## config.mk

```make
export PLATFORM = sky130hd
export DESIGN_NAME = hazard_sched
export DESIGN_NICKNAME = d
export VERILOG_FILES = /design/src/rtl/hazard_sched.sv
export SDC_FILE = /design/constraint.sdc
export NUM_CORES = 1
export LEC_CHECK = 0
export BUFFER_PORTS_ARGS = -buffer_cell sky130_fd_sc_hd__buf_4
export CAP_MARGIN = 10
export CORE_ASPECT_RATIO = 0.6
export CORE_MARGIN = 10
export CORE_UTILIZATION = 49
export CTS_BUF_LIST = sky130_fd_sc_hd__clkbuf_8 sky130_fd_sc_hd__clkbuf_16
export CTS_CLUSTER_SIZE = 20
export DETAILED_ROUTE_END_ITERATION = 12
export PLACE_DENSITY = 0.85
export REMOVE_ABC_BUFFERS = 1
export SLEW_MARGIN = 20
export SYNTH_ARGS = -nofsm -noshare
export SYNTH_HDL_FRONTEND = slang
export SYNTH_SLANG_ARGS = --single-unit
```

## constraint.sdc

```tcl
create_clock -name clk -period 2.5 [get_ports clk]
set_input_delay 0.625 -clock clk [delete_from_list [all_inputs] [get_ports clk]]
set_output_delay 0.625 -clock clk [all_outputs]
set_load 0.02 [all_outputs]
```

## src/rtl/hazard_sched.sv

```systemverilog
// Pipeline hazard sequencer for the 5-stage core: stall/flush/forward control,
// data-memory wait FSM with timeout abort, and saturating stall/redirect counters.
module hazard_sched #(
   parameter int unsigned MEM_TIMEOUT = 16,
   parameter int unsigned CNT_W       = 16
) (
   input  logic             clk,
   input  logic             rst,
   input  logic [4:0]       Rs1D,
   input  logic [4:0]       Rs2D,
   input  logic [4:0]       Rs1E,
   input  logic [4:0]       Rs2E,
   input  logic [4:0]       RdE,
   input  logic [4:0]       RdM,
   input  logic [4:0]       RdW,
   input  logic             RegWriteM,
   input  logic             RegWriteW,
   input  logic             ResultSrcE0,
   input  logic [1:0]       PCSrcE,
   input  logic             MemReqM,
   input  logic             MemReadyM,
   output logic             StallF,
   output logic             StallD,
   output logic             StallE,
   output logic             StallM,
   output logic             FlushD,
   output logic             FlushE,
   output logic             FlushW,
   output logic [1:0]       ForwardAE,
   output logic [1:0]       ForwardBE,
   output logic             MemErr,
   output logic [CNT_W-1:0] StallCnt,
   output logic [CNT_W-1:0] FlushCnt
);

   localparam int unsigned WCW = (MEM_TIMEOUT > 1) ? $clog2(MEM_TIMEOUT) : 1;
   localparam logic [WCW-1:0] WAIT_LAST = WCW'(MEM_TIMEOUT - 1);

   typedef enum logic {S_RUN, S_WAIT} state_t;

   state_t         state;
   logic [WCW-1:0] wait_cnt;

   logic mem_miss;
   logic timeout;
   logic abort;
   logic freeze;
   logic lw_stall;
   logic redirect;
   logic redirect_flush;
   logic any_stall;

   assign mem_miss = MemReqM && !MemReadyM;
   assign timeout  = (state == S_WAIT) && (wait_cnt == WAIT_LAST);
   // Abort only when the miss is actually still pending in the timeout cycle.
   assign abort    = timeout && mem_miss;
   assign freeze   = mem_miss && !timeout;
   assign lw_stall = ResultSrcE0 && (RdE != 5'd0) && ((RdE == Rs1D) || (RdE == Rs2D));
   assign redirect = (PCSrcE != 2'b00);

   // Hazard priority: reset > freeze > redirect > load-use.
   always_comb begin
      StallF         = 1'b0;
      StallD         = 1'b0;
      StallE         = 1'b0;
      StallM         = 1'b0;
      FlushD         = 1'b0;
      FlushE         = 1'b0;
      FlushW         = 1'b0;
      ForwardAE      = 2'b00;
      ForwardBE      = 2'b00;
      redirect_flush = 1'b0;

      if (RegWriteM && (RdM != 5'd0) && (RdM == Rs1E))      ForwardAE = 2'b10;
      else if (RegWriteW && (RdW != 5'd0) && (RdW == Rs1E)) ForwardAE = 2'b01;

      if (RegWriteM && (RdM != 5'd0) && (RdM == Rs2E))      ForwardBE = 2'b10;
      else if (RegWriteW && (RdW != 5'd0) && (RdW == Rs2E)) ForwardBE = 2'b01;

      if (rst) begin
         FlushD    = 1'b1;
         FlushE    = 1'b1;
         FlushW    = 1'b1;
         ForwardAE = 2'b00;
         ForwardBE = 2'b00;
      end else if (freeze) begin
         StallF = 1'b1;
         StallD = 1'b1;
         StallE = 1'b1;
         StallM = 1'b1;
         FlushW = 1'b1;
      end else begin
         // On abort the M instruction retires as a bubble; E still advances normally.
         if (abort) FlushW = 1'b1;
         if (redirect) begin
            FlushD         = 1'b1;
            FlushE         = 1'b1;
            redirect_flush = 1'b1;
         end else if (lw_stall) begin
            StallF = 1'b1;
            StallD = 1'b1;
            FlushE = 1'b1;
         end
      end
   end

   assign any_stall = StallF || StallD || StallE || StallM;

   // Memory-wait FSM, sticky error flag and saturating perf counters.
   always_ff @(posedge clk) begin
      if (rst) begin
         state    <= S_RUN;
         wait_cnt <= '0;
         MemErr   <= 1'b0;
         StallCnt <= '0;
         FlushCnt <= '0;
      end else begin
         case (state)
            S_RUN: begin
               if (mem_miss) begin
                  state    <= S_WAIT;
                  wait_cnt <= '0;
               end
            end
            S_WAIT: begin
               if (!mem_miss) begin
                  state <= S_RUN;
               end else if (timeout) begin
                  state  <= S_RUN;
                  MemErr <= 1'b1;
               end else begin
                  wait_cnt <= wait_cnt + WCW'(1);
               end
            end
            default: state <= S_RUN;
         endcase

         if (any_stall && (StallCnt != {CNT_W{1'b1}}))
            StallCnt <= StallCnt + CNT_W'(1);
         if (redirect_flush && (FlushCnt != {CNT_W{1'b1}}))
            FlushCnt <= FlushCnt + CNT_W'(1);
      end
   end

endmodule

```

==> summary.md <==
| Metric | Value |
|---|---|
| Status | `complete, but fails checks` |
| Failing checks | `setup timing` |
| Main flop type after synthesis | `dfxtp_1` |
| Hpwl dp | `~5600 µm` |
| Largest net degree at the start of global routing | `35` |
| Static Leak | `approximately 1.3 nW` |
| Clk slew on worst S/H paths | `~0.080 ns` |
| Mapped Cells | `~280` |
| First-pass GRT wire length | `about 12000 µm` |
| WP data arrival | `1.97 ns` |
| Final Max Slew Viols | `0` |
| Final setup violation count | `2` |
| Mux contribution to synthesized area | `less than 1%` |
| Layout area overhead | `49.7%` |
| Post-synthesis compound-gate area fraction | `between 10% and 20%` |
| Number of global-route vias before repair | `2515` |
| Die Span X | `roughly 110 µm` |
| Die area | `slightly below 0.008 mm²` |
| Slew headroom | `between 60% and 70%` |
| # H-tree levels | `2` |
| Async SR Flop Fraction | `0%` |
| CP Launch Type | `input pin` |
| DR iter-0 viols | `about 150` |
| Post-synthesis sequential element count | `38` |
| Setup Skew | `approximately 0.011 ns` |
| Initial antenna violation count | `0` |
| Vias | `around 2500` |
| CTS tree | `yes` |
| EDFF count, synth | `0` |
| RePlAce Congestion | `between 0.8 and 0.9` |
| Maximum capacitance violations | `0` |
| Placed Area | `approximately 0.0031 mm²` |
| Simple-gate share of the synthesized area | `28.3%` |
| Clock Path Buffers | `2` |
| Rows | `18` |
| Initial core utilization | `a little over half` |
| Fin crit period | `2.59 ns` |
| Mapped Avg Cell Area | `around 8.1 µm²` |
| Yosys warning count | `0` |
| Core area | `around 0.0043 mm²` |
| Gr usage total | `18.4%` |
| RSZ-0062 raised after global routing | `yes` |
| Fin. Hold Viols | `0` |
| Sequential area share after synthesis | `approximately 34%` |
| Finished Cell Area | `~0.0034 mm²` |
| Fraction of layout cells with a size suffix above 1 | `37.0%` |
| Largest family of logic cells by synthesized area | `simple AND/OR/NAND/NOR gates` |
| Setup TNS Final | `-0.0929 ns` |
| Mapped Area | `between 0.002 and 0.0025 mm²` |
| Final period util | `104%` |
| Peak VDD IR | `roughly 0.25 mV` |
| DRC errors left | `0` |
| Final worst slack | `-0.0922 ns` |
| Clk_lat worst skew | `around 0.29 ns` |
| # fillers | `304` |
| I/O Pins | `88` |
| Hold buffer count at cts | `0` |
| Xor-xnor portion of the synthesized cell area | `16.4%` |
| Drt wl/cell | `between 15 and 20 µm` |
| Hold WC Path Type | `reg -> reg` |
| Clk sinks | `38` |
| Adder-Cell Fraction of Synth Area | `approximately 1.7%` |
| PD cells | `~450 mW/mm²` |
| Drt pass-1 iters | `4` |
| CP Capture Type | `output pin` |
| Flop2flop setup slack | `0.11 ns` |
| Input/output buffers | `between 80 and 90` |
| TritonCTS buffer count | `5` |
| Slew @ Worst Pin | `between 0.4 and 0.5 ns` |
| Yosys cell types | `40` |
| Worst hold margin | `approximately 0.49 ns` |
| Total wire length | `7420 µm` |
| Final nets | `between 400 and 500` |
| Area leader, netlist | `dfxtp_1` |
| Worst slack at placement | `-0.328 ns` |
| ANT cells | `0` |
| Worst Path Max Fanout | `2` |
| Max Freq | `about 0.39 GHz` |
| Final ANT Viol Nets | `0` |
| Routed vias/inst | `between 5 and 6` |
| Worst EP required | `roughly 1.9 ns` |
| Die H | `around 72 µm` |
| Kind of critical path | `in -> out` |
| Grt ovf | `0` |
| Root buffer cell | `clkbuf_8` |
| Top cell type's share of synthesized area | `roughly 34%` |
| Synth top area cells | `dfxtp_1, xnor2_1, xor2_1` |
[worst max-delay path, stage by stage]
cell,delay (ns)
buf_6,0.09
or4_4,0.52
o21ai_2,0.17
buf_4,0.15
nor3_4,0.03
nor4_2,0.18
buf_4,0.20
[power breakdown]
group	leakage (nW)	switching, mW	internal (mW)
logic	0.958	0.118	0.137
clock network	0.0683	0.233	0.400
registers	0.307	0.00812	0.610
[worst paths after layout]
kind,startpoint,cells past startpoint,endpoint
setup reg to reg,wait_cnt[0]$_SDFFE_PP0P_,6,FlushCnt[13]$_SDFFE_PP0P_
setup / recovery,RdM[4],7,ForwardAE[0]
hold reg to reg,wait_cnt[1]$_SDFFE_PP0P_,2,wait_cnt[1]$_SDFFE_PP0P_
hold / removal,wait_cnt[1]$_SDFFE_PP0P_,2,wait_cnt[1]$_SDFFE_PP0P_
[area by class of cell]
| cell class | count | area [µm²] | area share, % |
|---|---|---|---|
| Timing Repair Buffer | 116 | 912 | 27.1 |
| Multi-Input combinational cell | 220 | 1460 | 43.5 |
| Inverter | 4 | 15.0 | 0.446 |
| Clock inverter | 3 | 68.8 | 2.05 |
| Tap cell | 60 | 75.1 | 2.23 |
| Clock buffer | 5 | 68.8 | 2.05 |
| Sequential cell | 38 | 762 | 22.7 |
[layer usage]
layer	track usage, %	vias to the layer above	part of all wire (%)
met1	21.3	1216	42
li1	-	1221	-
met4	5.01	0	0.86
met2	31.8	101	47
met5	0	-	0
met3	6.44	6	9.2
[placed cells by master (no fill, tap or decap), drive strengths merged]
cell     count
bufinv       2
a31o         1
inv          4
nor4         5
nand2b       1
nor2b        3
o31ai        9
or2          2
nand3b       1
buf        116
a41o         1
a211oi       3
a41oi        1
or3          8
a21oi       22
nor4bb       1
nor2        24
nor3         5
mux2i        1
ha           3
clkinv       1
a211o        1
o2111ai      1
o21bai       1
o22ai        1
nand4       10
clkbuf       5
and4         4
xnor2       24
and2         2
nand2       20
nand3       16
o21ai       13
dfxtp       38
o21a         1
xor2        18
or4         15
o211ai       2
[flip-flops by register name, summed over array words and instances, names as in the netlist]
register	flops
FlushCnt	16
StallCnt	16
wait_cnt	4
MemErr	1
state	1
[kinds of logic after synthesis]
family | Yosys count
mux | 1
buf+inv | 18
compound gates | 57
xor+xnor | 42
flops | 38
fa+ha+maj | 3
simple gates | 117
[Yosys cell counts (all sizes together) (4+ instances only)]
cell type  count
and4           4
or4           15
dfxtp         38
nand2         20
xor2          18
xnor2         24
nor3           5
o31ai          9
nand4         10
or3            8
inv            4
nor2          24
clkbuf         6
o21ai         13
a21oi         22
buf            8
nand3         16
nor4           5
[what timing repair did]
action / CTS / global route
pin swaps: 14 / 4
endpoints found under the hold margin: 0 / 0
resized for setup: 21 / 7
endpoints found under the setup margin: 8 / 11
buffers inserted: 1 / 2
[per-stage QoR]
step / power (mW) / util, % / std cells
6_report: 1.51 / 79.0 / 446
3_3_place_gp: 0.857 / 72.9 / 435
5_1_grt: 1.56 / 79.0 / 446
4_1_cts: 1.51 / 78.1 / 444
2_1_floorplan: 0.723 / - / 262
3_5_place_dp: 0.863 / 72.9 / 435
Power figures use the tool's default switching activity.
